### config.mk
export PLATFORM = sky130hd
export DESIGN_NAME = t07_fpu_div_post_flat
export DESIGN_NICKNAME = d
export VERILOG_FILES = /design/src/rtl/t07_fpu_pkg.sv /design/src/rtl/t07_fpu_div_post_if.sv /design/src/rtl/t07_fpu_sign_fix.sv /design/src/rtl/t07_fpu_div_post.sv /design/src/flat_wrapper.sv
export SDC_FILE = /design/constraint.sdc
export NUM_CORES = 1
export LEC_CHECK = 0
export BUFFER_PORTS_ARGS = -buffer_cell sky130_fd_sc_hd__buf_2
export CORE_UTILIZATION = 30
export CTS_CLUSTER_DIAMETER = 200
export DETAILED_ROUTE_END_ITERATION = 7
export PLACE_DENSITY_LB_ADDON = 0.08
export SLEW_MARGIN = 25
export SYNTH_ARGS = -nofsm -noshare
export SYNTH_HDL_FRONTEND = slang
export SYNTH_SLANG_ARGS = --single-unit
### constraint.sdc
create_clock -name clk -period 2.82 [get_ports clk]
set_clock_uncertainty 0.15 [all_clocks]
set_input_delay 0.423 -clock clk [delete_from_list [all_inputs] [get_ports clk]]
set_output_delay 0.423 -clock clk [all_outputs]
set_load 0.03 [all_outputs]
### src/rtl/t07_fpu_pkg.sv
// Shared team-07 FPU definitions: divider opcodes, post-stage state encoding
// and the writeback result record.
package t07_fpu_pkg;

  localparam logic [4:0] OP_DIV = 5'd7;
  localparam logic [4:0] OP_REM = 5'd8;

  typedef enum logic [1:0] {
    IDLE,
    WAIT,
    FIX,
    HOLD
  } divpost_state_t;

  typedef struct packed {
    logic [31:0] data;
    logic [4:0]  rd;
    logic        dz;
    logic        err;
  } divpost_result_t;

endpackage

### src/rtl/t07_fpu_div_post_if.sv
// Bundle of issue, divider-result and writeback signals around the divider
// post stage; master is the surrounding pipeline, slave is the post stage.
interface t07_fpu_div_post_if;

  logic        start;
  logic [4:0]  op;
  logic [4:0]  rd;
  logic [31:0] dividend;
  logic        sign_a;
  logic        divisor_zero;

  logic        div_busy;
  logic [31:0] div_quotient;
  logic [31:0] div_remainder;
  logic        div_sign;

  logic        wb_ready;
  logic        wb_valid;
  logic [31:0] wb_data;
  logic [4:0]  wb_rd;
  logic        dz;
  logic        err;
  logic        stall;

  modport master (
    output start, op, rd, dividend, sign_a, divisor_zero,
    output div_busy, div_quotient, div_remainder, div_sign,
    output wb_ready,
    input  wb_valid, wb_data, wb_rd, dz, err, stall
  );

  modport slave (
    input  start, op, rd, dividend, sign_a, divisor_zero,
    input  div_busy, div_quotient, div_remainder, div_sign,
    input  wb_ready,
    output wb_valid, wb_data, wb_rd, dz, err, stall
  );

endinterface

### src/rtl/t07_fpu_sign_fix.sv
// Conditional two's-complement: passes the operand through, or negates it
// modulo 2^32 when neg_i is set (0 stays 0, 0x8000_0000 stays 0x8000_0000).
module t07_fpu_sign_fix (
  input  logic [31:0] val_i,
  input  logic        neg_i,
  output logic [31:0] res_o
);

  assign res_o = neg_i ? (~val_i + 32'd1) : val_i;

endmodule

### src/rtl/t07_fpu_div_post.sv
// Divider post-processing/writeback stage: waits for the divider handshake,
// applies sign and divide-by-zero fix-up, holds the result until accepted.
// Optional WAIT timeout is built when T07_FPU_DIVPOST_TIMEOUT_EN is defined.
module t07_fpu_div_post
  import t07_fpu_pkg::*;
#(
  parameter int TIMEOUT_W = 6
) (
  input logic                clk,
  input logic                nrst,
  t07_fpu_div_post_if.slave  bus
);

  if (TIMEOUT_W < 2) begin : g_param_check
    $error("TIMEOUT_W must be at least 2");
  end

  divpost_state_t  state_q;
  logic            armed_q;
  logic            is_rem_q;
  logic [4:0]      rd_q;
  logic [31:0]     dividend_q;
  logic            sign_a_q;
  logic            dzin_q;
  logic [31:0]     quot_q;
  logic [31:0]     rem_q;
  logic            dsign_q;
  logic            timeout_q;
  logic            valid_q;
  logic            stall_q;
  divpost_result_t res_q;
  divpost_result_t res_d;

  logic        issue;
  logic        done;
  logic        expire;
  logic [31:0] fix_operand;
  logic        fix_negate;
  logic [31:0] fix_result;

  assign issue = (state_q == IDLE) && bus.start &&
                 ((bus.op == OP_DIV) || (bus.op == OP_REM));
  // A low busy only counts once the divider has been seen busy at least once.
  assign done  = (state_q == WAIT) && armed_q && !bus.div_busy;

`ifdef T07_FPU_DIVPOST_TIMEOUT_EN
  // Last count before the counter would reach 2^TIMEOUT_W - 1.
  localparam logic [TIMEOUT_W-1:0] CNT_LAST = {{(TIMEOUT_W-1){1'b1}}, 1'b0};

  logic [TIMEOUT_W-1:0] cnt_q;

  always_ff @(posedge clk or negedge nrst) begin
    if (!nrst) begin
      cnt_q <= '0;
    end else if (issue) begin
      cnt_q <= '0;
    end else if (state_q == WAIT) begin
      cnt_q <= cnt_q + 1'b1;
    end
  end

  assign expire = (state_q == WAIT) && !done && (cnt_q == CNT_LAST);
`else
  assign expire = 1'b0;
`endif

  // NOTE: every variable written in always_comb gets a default first so no
  // path leaves it unassigned, which would otherwise infer a latch.
  always_comb begin
    fix_operand = quot_q;
    fix_negate  = dsign_q;
    if (dzin_q) begin
      fix_operand = is_rem_q ? dividend_q : 32'hFFFF_FFFF;
      fix_negate  = is_rem_q & sign_a_q;
    end else if (is_rem_q) begin
      fix_operand = rem_q;
      fix_negate  = sign_a_q;
    end
  end

  t07_fpu_sign_fix u_sign_fix (
    .val_i (fix_operand),
    .neg_i (fix_negate),
    .res_o (fix_result)
  );

  always_comb begin
    res_d.data = fix_result;
    res_d.rd   = rd_q;
    res_d.dz   = dzin_q;
    res_d.err  = 1'b0;
    if (timeout_q) begin
      res_d.data = '0;
      res_d.dz   = 1'b0;
      res_d.err  = 1'b1;
    end
  end

  // NOTE: sequential state uses non-blocking assignments so every register
  // updates from the values present before the clock edge.
  always_ff @(posedge clk or negedge nrst) begin
    if (!nrst) begin
      state_q    <= IDLE;
      armed_q    <= 1'b0;
      is_rem_q   <= 1'b0;
      rd_q       <= '0;
      dividend_q <= '0;
      sign_a_q   <= 1'b0;
      dzin_q     <= 1'b0;
      quot_q     <= '0;
      rem_q      <= '0;
      dsign_q    <= 1'b0;
      timeout_q  <= 1'b0;
      valid_q    <= 1'b0;
      stall_q    <= 1'b0;
      res_q      <= '0;
    end else begin
      unique case (state_q)
        IDLE: begin
          if (issue) begin
            is_rem_q   <= (bus.op == OP_REM);
            rd_q       <= bus.rd;
            dividend_q <= bus.dividend;
            sign_a_q   <= bus.sign_a;
            dzin_q     <= bus.divisor_zero;
            armed_q    <= 1'b0;
            timeout_q  <= 1'b0;
            stall_q    <= 1'b1;
            state_q    <= WAIT;
          end
        end
        WAIT: begin
          if (bus.div_busy) begin
            armed_q <= 1'b1;
          end
          if (done) begin
            quot_q  <= bus.div_quotient;
            rem_q   <= bus.div_remainder;
            dsign_q <= bus.div_sign;
            state_q <= FIX;
          end else if (expire) begin
            timeout_q <= 1'b1;
            state_q   <= FIX;
          end
        end
        FIX: begin
          res_q   <= res_d;
          valid_q <= 1'b1;
          state_q <= HOLD;
        end
        HOLD: begin
          if (bus.wb_ready) begin
            valid_q <= 1'b0;
            stall_q <= 1'b0;
            state_q <= IDLE;
          end
        end
        default: state_q <= IDLE;
      endcase
    end
  end

  assign bus.wb_valid = valid_q;
  assign bus.wb_data  = res_q.data;
  assign bus.wb_rd    = res_q.rd;
  assign bus.dz       = res_q.dz;
  assign bus.err      = res_q.err;
  assign bus.stall    = stall_q;

endmodule

### src/flat_wrapper.sv
// flat-port wrapper written by rule: the top's interface ports become plain ports
module t07_fpu_div_post_flat import t07_fpu_pkg::*;
#(
  parameter int TIMEOUT_W = 6
)
  (clk, nrst, bus_start, bus_op, bus_rd, bus_dividend, bus_sign_a, bus_divisor_zero, bus_div_busy, bus_div_quotient, bus_div_remainder, bus_div_sign, bus_wb_ready, bus_wb_valid, bus_wb_data, bus_wb_rd, bus_dz, bus_err, bus_stall);
  t07_fpu_div_post_if bus_i ();
  input logic clk;
  input logic nrst;
  input wire logic [$bits(bus_i.start)-1:0] bus_start;
  input wire logic [$bits(bus_i.op)-1:0] bus_op;
  input wire logic [$bits(bus_i.rd)-1:0] bus_rd;
  input wire logic [$bits(bus_i.dividend)-1:0] bus_dividend;
  input wire logic [$bits(bus_i.sign_a)-1:0] bus_sign_a;
  input wire logic [$bits(bus_i.divisor_zero)-1:0] bus_divisor_zero;
  input wire logic [$bits(bus_i.div_busy)-1:0] bus_div_busy;
  input wire logic [$bits(bus_i.div_quotient)-1:0] bus_div_quotient;
  input wire logic [$bits(bus_i.div_remainder)-1:0] bus_div_remainder;
  input wire logic [$bits(bus_i.div_sign)-1:0] bus_div_sign;
  input wire logic [$bits(bus_i.wb_ready)-1:0] bus_wb_ready;
  output wire logic [$bits(bus_i.wb_valid)-1:0] bus_wb_valid;
  output wire logic [$bits(bus_i.wb_data)-1:0] bus_wb_data;
  output wire logic [$bits(bus_i.wb_rd)-1:0] bus_wb_rd;
  output wire logic [$bits(bus_i.dz)-1:0] bus_dz;
  output wire logic [$bits(bus_i.err)-1:0] bus_err;
  output wire logic [$bits(bus_i.stall)-1:0] bus_stall;
  assign bus_i.start = bus_start;
  assign bus_i.op = bus_op;
  assign bus_i.rd = bus_rd;
  assign bus_i.dividend = bus_dividend;
  assign bus_i.sign_a = bus_sign_a;
  assign bus_i.divisor_zero = bus_divisor_zero;
  assign bus_i.div_busy = bus_div_busy;
  assign bus_i.div_quotient = bus_div_quotient;
  assign bus_i.div_remainder = bus_div_remainder;
  assign bus_i.div_sign = bus_div_sign;
  assign bus_i.wb_ready = bus_wb_ready;
  assign bus_wb_valid = bus_i.wb_valid;
  assign bus_wb_data = bus_i.wb_data;
  assign bus_wb_rd = bus_i.wb_rd;
  assign bus_dz = bus_i.dz;
  assign bus_err = bus_i.err;
  assign bus_stall = bus_i.stall;
  t07_fpu_div_post #(.TIMEOUT_W(TIMEOUT_W)) u_core (.clk(clk), .nrst(nrst), .bus(bus_i));
endmodule
==> results.json, run 1 <==
{
  "vias": 5739,
  "drive_gt1_share_pct": 47.7,
  "totalPowerFinal_w": 0.0118,
  "ys_async_sr_fraction_pct": 100,
  "grt_max_degree": 67,
  "relSlewSlack_pct": 35.9,
  "first_pass_iters": 4,
  "timing.fmax_mhz": 364,
  "post-route-period-util_pct": 97.4,
  "required_ps": 2980,
  "synth_warnings": 0,
  "syn_area_sq_um": 7420,
  "synthFlopType": "dfrtp_1",
  "worstSetupPathType": "register to register",
  "synth_seq_area_share_pct": 49.9,
  "status": "finished, final reports clean",
  "start_kind": "register",
  "netlist_top_cells_count": "dfrtp_1, mux2_2, nor2_1",
  "finish.utilization_pct": 40.0,
  "portBuffers": 153,
  "clk_path_buf_depth": 2,
  "synth_top_area_share_pct": 49.9,
  "wl_met1_um": 10600,
  "synth-seq-cells": 148,
  "grt_use_total_pct": 17.4,
  "synth_edf_count": 0,
  "layout.nets": 939,
  "die_area_sq_um": 25400,
  "wire_per_inst_um": 19.0,
  "synth_fp_nets": 738,
  "htreeDepth": 4,
  "setup_viol_count_final": 0,
  "fp.dieH_um": 159,
  "hold_path_class": "input pin to register",
  "drc_errors": 0,
  "power_leakage_nw": 4.38,
  "slew_violations": 0,
  "setup_ws_ps": 73.3,
  "start_util_pct": 30.6,
  "grt_pass1_wl_um": 33600,
  "die_x_um": 159,
  "synth_cell_types": 60,
  "clkSinkCount": 148,
  "synth_area_leaders": "dfrtp_1, mux2_2, mux2i_1",
  "io_pins": 155,
  "antenna_found_initial": 0,
  "viasPerCell": 4.96,
  "core_sq_um": 24200,
  "cts_buffers": 17,
  "drt-total-wl_um": 22000,
  "syn_area_per_cell_sq_um": 12.0,
  "topRoutingLayerUsed": "met4",
  "wl_met2_um": 10100,
  "cts_tree": "built",
  "fin_area_sq_um": 9700,
  "arrival_ps": 2910,
  "fin_crit_ps": 2750,
  "tns_ps": 0,
  "synth_top_area_cell": "dfrtp_1",
  "crit_path_max_fanout": 13,
  "first_global_vias": 5804,
  "post-place-ws_ps": -78.4,
  "tightest_slew_ps": 958,
  "insertion_delay_ps": 430,
  "dr.first_iter.drc_count": 241,
  "synthCells": 618,
  "wl_met3_um": 1020,
  "root_buffer": "clkbuf_16",
  "hold_viol": 0,
  "synth.most_common_cell": "dfrtp_1",
  "r2r_slack_ps": 70,
  "gp_congestion": 0.825,
  "fp-row-count": 57,
  "postRouteAntennaNets": 0,
  "powerDensity_nw_per_um2": 1220,
  "path_clk_slew_ps": 70,
  "antenna_cells": 0,
  "rsz0062_at_grt": "true",
  "cp-end-kind": "register",
  "maxCapViolCount": 0,
  "place_area_sq_um": 8920,
  "syn_to_final_growth_pct": 30.8,
  "peakVddDrop_uv": 418,
  "dp_hpwl_um": 16100,
  "overflow": 0
}
## cells in the final DEF (no fill, tap or decap), types with 8 or more instances in the layout
cell,n
xnor2_1,10
nand3_1,19
a22oi_1,11
inv_1,12
a2bb2oi_2,8
buf_4,54
o21ai_0,10
buf_2,152
nor2_1,45
dfrtp_1,146
mux2_2,112
clkbuf_16,19
nand2_1,25
a2bb2oi_1,19
or4_1,10
a21oi_1,26
mux2i_1,31
## power by group
group / internal, W / switching, W / leakage (nW)
Clock: 0.00133 / 0.00100 / 0.282
Sequential: 0.00312 / 0.000555 / 1.84
Combinational: 0.00258 / 0.00323 / 2.26
## logic make-up after synthesis
group	synth area share (%)
other	0.0506
multiplexers	21.3
adder cells (fa/ha/maj)	1.01
flip-flops	49.9
buffers and inverters	3.39
AND/OR/NAND/NOR	11.4
AO/OA/AOI/OAI	11.6
XOR/XNOR	1.30
## sequential cells by signal (all words and copies together), names as in the netlist, 2 cells and up
| name | flops |
|---|---|
| u_core.bus.wb_data | 32 |
| u_core.bus.wb_rd | 5 |
| u_core.dividend_q | 32 |
| u_core.quot_q | 32 |
| u_core.rd_q | 5 |
| u_core.rem_q | 32 |
| u_core.state_q | 2 |
## critical path: stages (launching register included)
cell,delay [ps]
dfrtp_2,440
or2_4,270
buf_12,160
a2bb2oi_2,160
or2_1,310
or3_4,400
or4_1,520
a41o_1,220
## stage by stage
stage          hold WS [ps]  std cells
2_1_floorplan         -22.6        618
3_3_place_gp            323       1113
3_5_place_dp            328       1113
4_1_cts                47.9       1147
5_1_grt                60.4       1156
6_report               63.0       1156
## layout make-up
class,count,area [sq um]
Fill cell,2399,14500
Inverter,13,48.8
Multi-Input combinational cell,419,3530
Sequential cell,148,3710
Tap cell,324,405
Timing Repair Buffer,220,1410
Clock buffer,18,429
Clock inverter,14,166
## path summary, 6_finish.rpt
| path | start | to | depth (start not counted) |
|---|---|---|---|
| max in group asynchronous | nrst | u_core.bus.wb_data[2]$_DFFE_PN0P_ | 3 |
| hold reg to reg | u_core.bus.wb_rd[4]$_DFFE_PN0P_ | u_core.bus.wb_rd[4]$_DFFE_PN0P_ | 1 |
| min in group asynchronous | nrst | u_core.bus.wb_valid$_DFFE_PN0P_ | 2 |
| setup reg to reg | u_core.dzin_q$_DFFE_PN0P_ | u_core.bus.wb_data[23]$_DFFE_PN0P_ | 7 |
| setup / recovery | u_core.dzin_q$_DFFE_PN0P_ | u_core.bus.wb_data[23]$_DFFE_PN0P_ | 7 |
| hold / removal | bus_wb_ready | u_core.bus.wb_valid$_DFFE_PN0P_ | 2 |
## layer usage
layer / vias to the layer above / track usage, %
met5: - / 0
met2: 163 / 26.9
li1: 2688 / -
met3: 15 / 3.59
met4: 0 / 4.46
met1: 2873 / 24.7
## what timing repair did
action	4_1_cts	5_1_grt
pin swaps	1	8
endpoints found under the setup margin	4	18
hold endpoints to repair	63	0
cloned	0	2
resized for setup	3	12
buffers inserted	1	7
hold buffers	1	0
No activity file was read; power rests on OpenSTA's default activity.
==> run 2, diff against run 1 <==
ABC_AREA = 1   (was default)
CORE_UTILIZATION = 50   (was 30)
==> results.json, run 2 <==
{
  "whs_endpoint": "u_core.rem_q[9]$_DFFE_PN0P_",
  "fp-row-count": 43,
  "cp-end-kind": "register",
  "synth_area_leaders": "dfrtp_1, nand2_1, mux2_2",
  "combPwrFrac_pct": 36.5,
  "synthCells": 831,
  "start_util_pct": 52.0,
  "rsz0062_at_grt": "false",
  "hold_depth": 2,
  "drive_gt1_share_pct": 30.5,
  "tightest_slew_ps": 691,
  "arrival_ps": 2720,
  "antenna_cells": 0,
  "path_buf_inv": 2,
  "netlist_top_cells_count": "nand2_1, dfrtp_1, mux2_2",
  "fin_crit_ps": 2560,
  "synth_edf_count": 0,
  "fillerInstances": 1288,
  "synth_seq_area_share_pct": 50.5,
  "insertion_delay_ps": 430,
  "synth_top_area_cell": "dfrtp_1",
  "crit_path_top_delay_cell": "dfrtp_1",
  "rr_startpoint": "u_core.dzin_q$_DFFE_PN0P_",
  "synth_fp_nets": 951,
  "die_x_um": 123,
  "first_pass_iters": 5,
  "htreeDepth": 4,
  "wire_per_inst_um": 15.2,
  "max_stage_delay_ps": 440,
  "clkSinkCount": 148,
  "io_pins": 155,
  "post-route-period-util_pct": 90.7,
  "p_switching_w": 0.00346,
  "clk_path_buf_depth": 2,
  "portBuffers": 153,
  "grt_pass1_wl_um": 28500,
  "cts_tree": "built",
  "internal_power_w": 0.00585,
  "start_kind": "register",
  "clkPwrFrac_pct": 25.5,
  "synth_top_area_share_pct": 50.5,
  "place_area_sq_um": 8290,
  "synthFlopType": "dfrtp_1",
  "hold_viol": 0,
  "first_global_vias": 5615,
  "slew_violations": 0,
  "maxCapViolCount": 0,
  "antenna_found_initial": 0,
  "path_clk_slew_ps": 60,
  "drc_errors": 0,
  "grt_max_degree": 61,
  "setup_viol_count_final": 0,
  "fin_area_sq_um": 8910,
  "path_delay_family": "simple AND/OR/NAND/NOR gates",
  "seqPwrFrac_pct": 38.0,
  "dp_hpwl_um": 13100,
  "power_leakage_nw": 4.46,
  "r2r-end": "u_core.bus.wb_data[30]$_DFFE_PN0P_",
  "syn_to_final_growth_pct": 21.5,
  "synth.most_common_cell": "nand2_1",
  "synth_cell_types": 33,
  "ys_async_sr_fraction_pct": 100,
  "layout.nets": 1098,
  "finish.utilization_pct": 63.2,
  "r2r_cells": 12,
  "root_buffer": "clkbuf_16",
  "crit_path_max_fanout": 23,
  "worstSetupPathType": "register to register",
  "syn_area_per_cell_sq_um": 8.83,
  "peakVddDrop_uv": 477,
  "tns_ps": 0,
  "overflow": 0,
  "worstHoldStart": "bus_div_remainder[9]",
  "layout_common_cells": "nand2_1, buf_2, dfrtp_1",
  "viasPerCell": 5.10,
  "core_sq_um": 14100,
  "synth-seq-cells": 148,
  "syn_area_sq_um": 7330,
  "swShare_pct": 37.1,
  "status": "finished, final reports clean",
  "required_ps": 2980,
  "cts_buffers": 17,
  "drt-total-wl_um": 17800,
  "multi_input_area_sq_um": 3220,
  "cp_cell_sequence": "inv_2 -> nand3_1 -> nand2_1 -> ha_1 -> nand2_1 -> nor2_1 -> buf_4 -> nand4_1 -> nand2_1 -> nand3_1 -> nand3_1 -> nand2_1",
  "post_cts_buffers": 0,
  "r2r_slack_ps": 260,
  "die_area_sq_um": 15200,
  "grt_use_total_pct": 25.4,
  "powerDensity_nw_per_um2": 1040,
  "hold_path_class": "input pin to register",
  "gp_congestion": 0.902,
  "dr.first_iter.drc_count": 387,
  "synth_warnings": 0,
  "timing.fmax_mhz": 391,
  "relSlewSlack_pct": 53.4,
  "seq_area_sq_um": 3700,
  "fp.dieH_um": 123,
  "final_common_cell": "nand2_1",
  "path_common_cell": "nand2_1",
  "postRouteAntennaNets": 0,
  "vias": 5961
}
run 2: changes by cell type in the layout (fill, tap and decap cells not counted), moves of 11 or more:
| cell | previous run | this run |
|---|---|---|
| a2bb2oi_1 | 19 | 0 |
| nand2_2 | 0 | 13 |
| mux2_2 | 112 | 80 |
| o21ai_0 | 10 | 22 |
| mux2i_1 | 31 | 0 |
| nand3_1 | 19 | 67 |
| buf_4 | 54 | 8 |
| a22oi_1 | 11 | 0 |
| inv_1 | 12 | 49 |
| o21ai_1 | 0 | 11 |
| nand2_1 | 25 | 258 |
| nor2_1 | 45 | 57 |
run 2: cells by family after synthesis:
kind of cell             Yosys count  synth area share (%)
other                              1                0.0511
buffers and inverters             93                  5.68
AND/OR/NAND/NOR                  419                  23.9
AO/OA/AOI/OAI                     72                  5.15
flip-flops                       148                  50.5
adder cells (fa/ha/maj)            6                  1.02
XOR/XNOR                          12                  1.43
multiplexers                      80                  12.3
run 2: worst register-to-register path, stage by stage, from the launching register on:
cell	delay (ps)
dfrtp_1	440
inv_2	330
nand3_1	160
nand2_1	160
ha_1	180
nand2_1	70
nor2_1	150
buf_4	160
nand4_1	130
nand2_1	220
nand3_1	110
nand3_1	110
nand2_1	60
run 2: per-layer routing:
layer  global-route usage [%]  vias to the layer above  part of all wire [%]
li1                         -                     2980                     -
met1                     37.2                     2774                    49
met2                     37.9                      187                    45
met3                     5.21                       20                   5.2
met4                     7.91                        0                   1.3
met5                        0                        -                     0
run 2: cell type report:
| class | instances | share of cell area, % |
|---|---|---|
| Clock buffer | 22 | 5.21 |
| Clock inverter | 8 | 1.68 |
| Inverter | 54 | 2.30 |
| Multi-Input combinational cell | 590 | 36.1 |
| Sequential cell | 148 | 41.6 |
| Tap cell | 180 | 2.53 |
| Timing Repair Buffer | 167 | 10.6 |
run 2: stage by stage:
stage | instances | power [W] | setup WS [ps] | hold slack [ps]
6_report | 1169 | 0.00931 | 261 | 67.2
3_3_place_gp | 1138 | 0.00689 | 356 | 281
3_5_place_dp | 1138 | 0.00696 | 325 | 282
5_1_grt | 1169 | 0.00993 | 5.18 | 58.8
4_1_cts | 1169 | 0.00937 | 292 | 57.1
2_1_floorplan | 831 | 0.00594 | 706 | -22.6
run 2: repair_timing:
action                     4_1_cts  5_1_grt
hold endpoints to repair        55        0
setup endpoints to repair        0        4
hold buffers                     1        0
resized for setup                0        2
run 2: power groups by stage:
stage	clock (W)	combinational (W)	sequential [W]
detailed placement	0	0.00339	0.00357
finish	0.00237	0.00340	0.00354
global placement	0	0.00333	0.00355
global route	0.00250	0.00379	0.00364
CTS	0.00242	0.00341	0.00354
floorplan	0	0.00191	0.00402
run 2: how the worst max path moves through the flow:
stage	start	end	slack [ps]	cells after the start
after floorplan	u_core.is_rem_q$_DFFE_PN0P_	u_core.bus.wb_data[28]$_DFFE_PN0P_	710	15
after global placement	u_core.dzin_q$_DFFE_PN0P_	u_core.bus.wb_data[31]$_DFFE_PN0P_	360	11
after detailed placement	u_core.dzin_q$_DFFE_PN0P_	u_core.bus.wb_data[31]$_DFFE_PN0P_	320	11
after CTS	u_core.is_rem_q$_DFFE_PN0P_	u_core.bus.wb_data[30]$_DFFE_PN0P_	290	13
after global routing	u_core.dzin_q$_DFFE_PN0P_	u_core.bus.wb_data[29]$_DFFE_PN0P_	5	11
final	u_core.dzin_q$_DFFE_PN0P_	u_core.bus.wb_data[30]$_DFFE_PN0P_	260	12
==> run 3, diff against run 2 <==
PLACE_DENSITY = 0.78   (was default)
PLACE_DENSITY_LB_ADDON = default   (was 0.08)
==> results.json, run 3 (synthesis results as in run 2) <==
{
  "status": "finished, final reports clean",
  "rsz0062_at_grt": "false",
  "layout.nets": 1097,
  "first_global_vias": 5687,
  "startpoint": "u_core.is_rem_q$_DFFE_PN0P_",
  "grt_pass1_wl_um": 28400,
  "layout_common_cells": "nand2_1, buf_2, dfrtp_1",
  "dp_cells": 1137,
  "place_area_sq_um": 8250,
  "tightest_slew_ps": 710,
  "rr_startpoint": "u_core.is_rem_q$_DFFE_PN0P_",
  "grt_max_degree": 69,
  "drt-total-wl_um": 17900,
  "arrival_ps": 2690,
  "start_kind": "register",
  "antenna_found_initial": 0,
  "seq_area_sq_um": 3700,
  "cp_cell_sequence": "inv_2 -> nand3_1 -> and2_1 -> inv_2 -> nand2_1 -> nand3_1 -> nand2_1 -> nand3_1 -> nand2_1",
  "clk_path_buf_depth": 2,
  "fin_crit_ps": 2520,
  "totalPowerFinal_w": 0.00925,
  "io_pins": 155,
  "postRouteAntennaNets": 0,
  "final_common_cell": "nand2_1",
  "tns_ps": 0,
  "r2r-end": "u_core.bus.wb_data[23]$_DFFE_PN0P_",
  "hold_viol": 0,
  "cts_tree": "built",
  "post_cts_buffers": 0,
  "vias": 6061,
  "timing.fmax_mhz": 396,
  "peakVddDrop_uv": 469,
  "antenna_cells": 0,
  "start_util_pct": 52.0,
  "die_area_sq_um": 15200,
  "viasPerCell": 5.18,
  "post-route-period-util_pct": 89.4,
  "crit_path_top_delay_cell": "dfrtp_2",
  "drc_errors": 0,
  "max_stage_delay_ps": 500,
  "slew_violations": 0,
  "post-place-ws_ps": 291,
  "core_sq_um": 14100,
  "fp.dieH_um": 123,
  "htreeDepth": 4,
  "hold_path_class": "input pin to register",
  "relSlewSlack_pct": 52.2,
  "cts_buffers": 17,
  "fillerInstances": 1213,
  "syn_to_final_growth_pct": 20.9,
  "wire_per_inst_um": 15.3,
  "multi_input_area_sq_um": 3220,
  "power_leakage_nw": 4.44,
  "clkSinkCount": 148,
  "path_clk_slew_ps": 60,
  "die_x_um": 123,
  "portBuffers": 153,
  "r2r_slack_ps": 300,
  "first_pass_iters": 5,
  "worstSetupPathType": "register to register",
  "setup_viol_count_final": 0,
  "insertion_delay_ps": 440,
  "dp_hpwl_um": 13200,
  "drive_gt1_share_pct": 30.9,
  "gp_congestion": 0.927,
  "setup_ws_ps": 298,
  "r2r_cells": 9,
  "dr.first_iter.drc_count": 406,
  "crit_path_max_fanout": 32,
  "overflow": 0,
  "root_buffer": "clkbuf_16",
  "required_ps": 2990,
  "grt_use_total_pct": 25.1,
  "crit_end": "u_core.bus.wb_data[23]$_DFFE_PN0P_",
  "cp-end-kind": "register",
  "powerDensity_nw_per_um2": 1040,
  "layout.cells.non_filler": 1170,
  "fin_area_sq_um": 8860,
  "fp-row-count": 43,
  "maxCapViolCount": 0
}
-- run 3: what timing repair did --
action | in CTS | in global routing
hold endpoints to repair | 66 | 0
resized for setup | 0 | 1
hold buffers | 1 | 0
setup endpoints to repair | 0 | 7
-- run 3: worst min path at each step --
stage / slack [ps] / cells past startpoint / start / endpoint
4_1_cts: 60 / 2 / bus_div_quotient[14] / u_core.quot_q[14]$_DFFE_PN0P_
6_report: 60 / 2 / bus_div_quotient[14] / u_core.quot_q[14]$_DFFE_PN0P_
3_5_place_dp: 310 / 2 / u_core.bus.wb_rd[1]$_DFFE_PN0P_ / u_core.bus.wb_rd[1]$_DFFE_PN0P_
3_3_place_gp: 300 / 2 / u_core.rd_q[0]$_DFFE_PN0P_ / u_core.bus.wb_rd[0]$_DFFE_PN0P_
2_1_floorplan: -20 / 0 / nrst / u_core.armed_q$_DFFE_PN0P_
5_1_grt: 70 / 2 / bus_div_remainder[23] / u_core.rem_q[23]$_DFFE_PN0P_
-- run 3: layout make-up --
type / instances / share of cell area, %
inverters: 54 / 2.30
well taps: 180 / 2.54
flip-flops and latches: 148 / 41.8
repair buffers: 166 / 10.3
clock inverters: 13 / 1.65
clock buffers: 19 / 5.11
multi-input cells: 590 / 36.3
-- run 3: metal layers --
layer / track usage (%) / routed length [um]
met1: 35.6 / 8320
met4: 10.2 / 406
met2: 38.1 / 8230
met3: 4.52 / 964
met5: 0 / 0
-- run 3: stage by stage --
step           hold WS (ps)  util, %
3_3_place_gp            299     58.6
3_5_place_dp            308     58.6
4_1_cts                63.5     62.9
2_1_floorplan         -22.6        -
5_1_grt                66.8     62.9
6_report               64.3     62.9
-- run 3: critical path, delay by kind of cell (launching register included) --
| kind | cells | cell delay, ps |
|---|---|---|
| buf+inv | 2 | 730 |
| flops | 1 | 500 |
| simple gates | 7 | 1020 |
-- run 3: report_power, final --
| part | internal [W] | switching (W) |
|---|---|---|
| Combinational | 0.00126 | 0.00213 |
| Sequential | 0.00307 | 0.000500 |
| Clock | 0.00136 | 0.000918 |
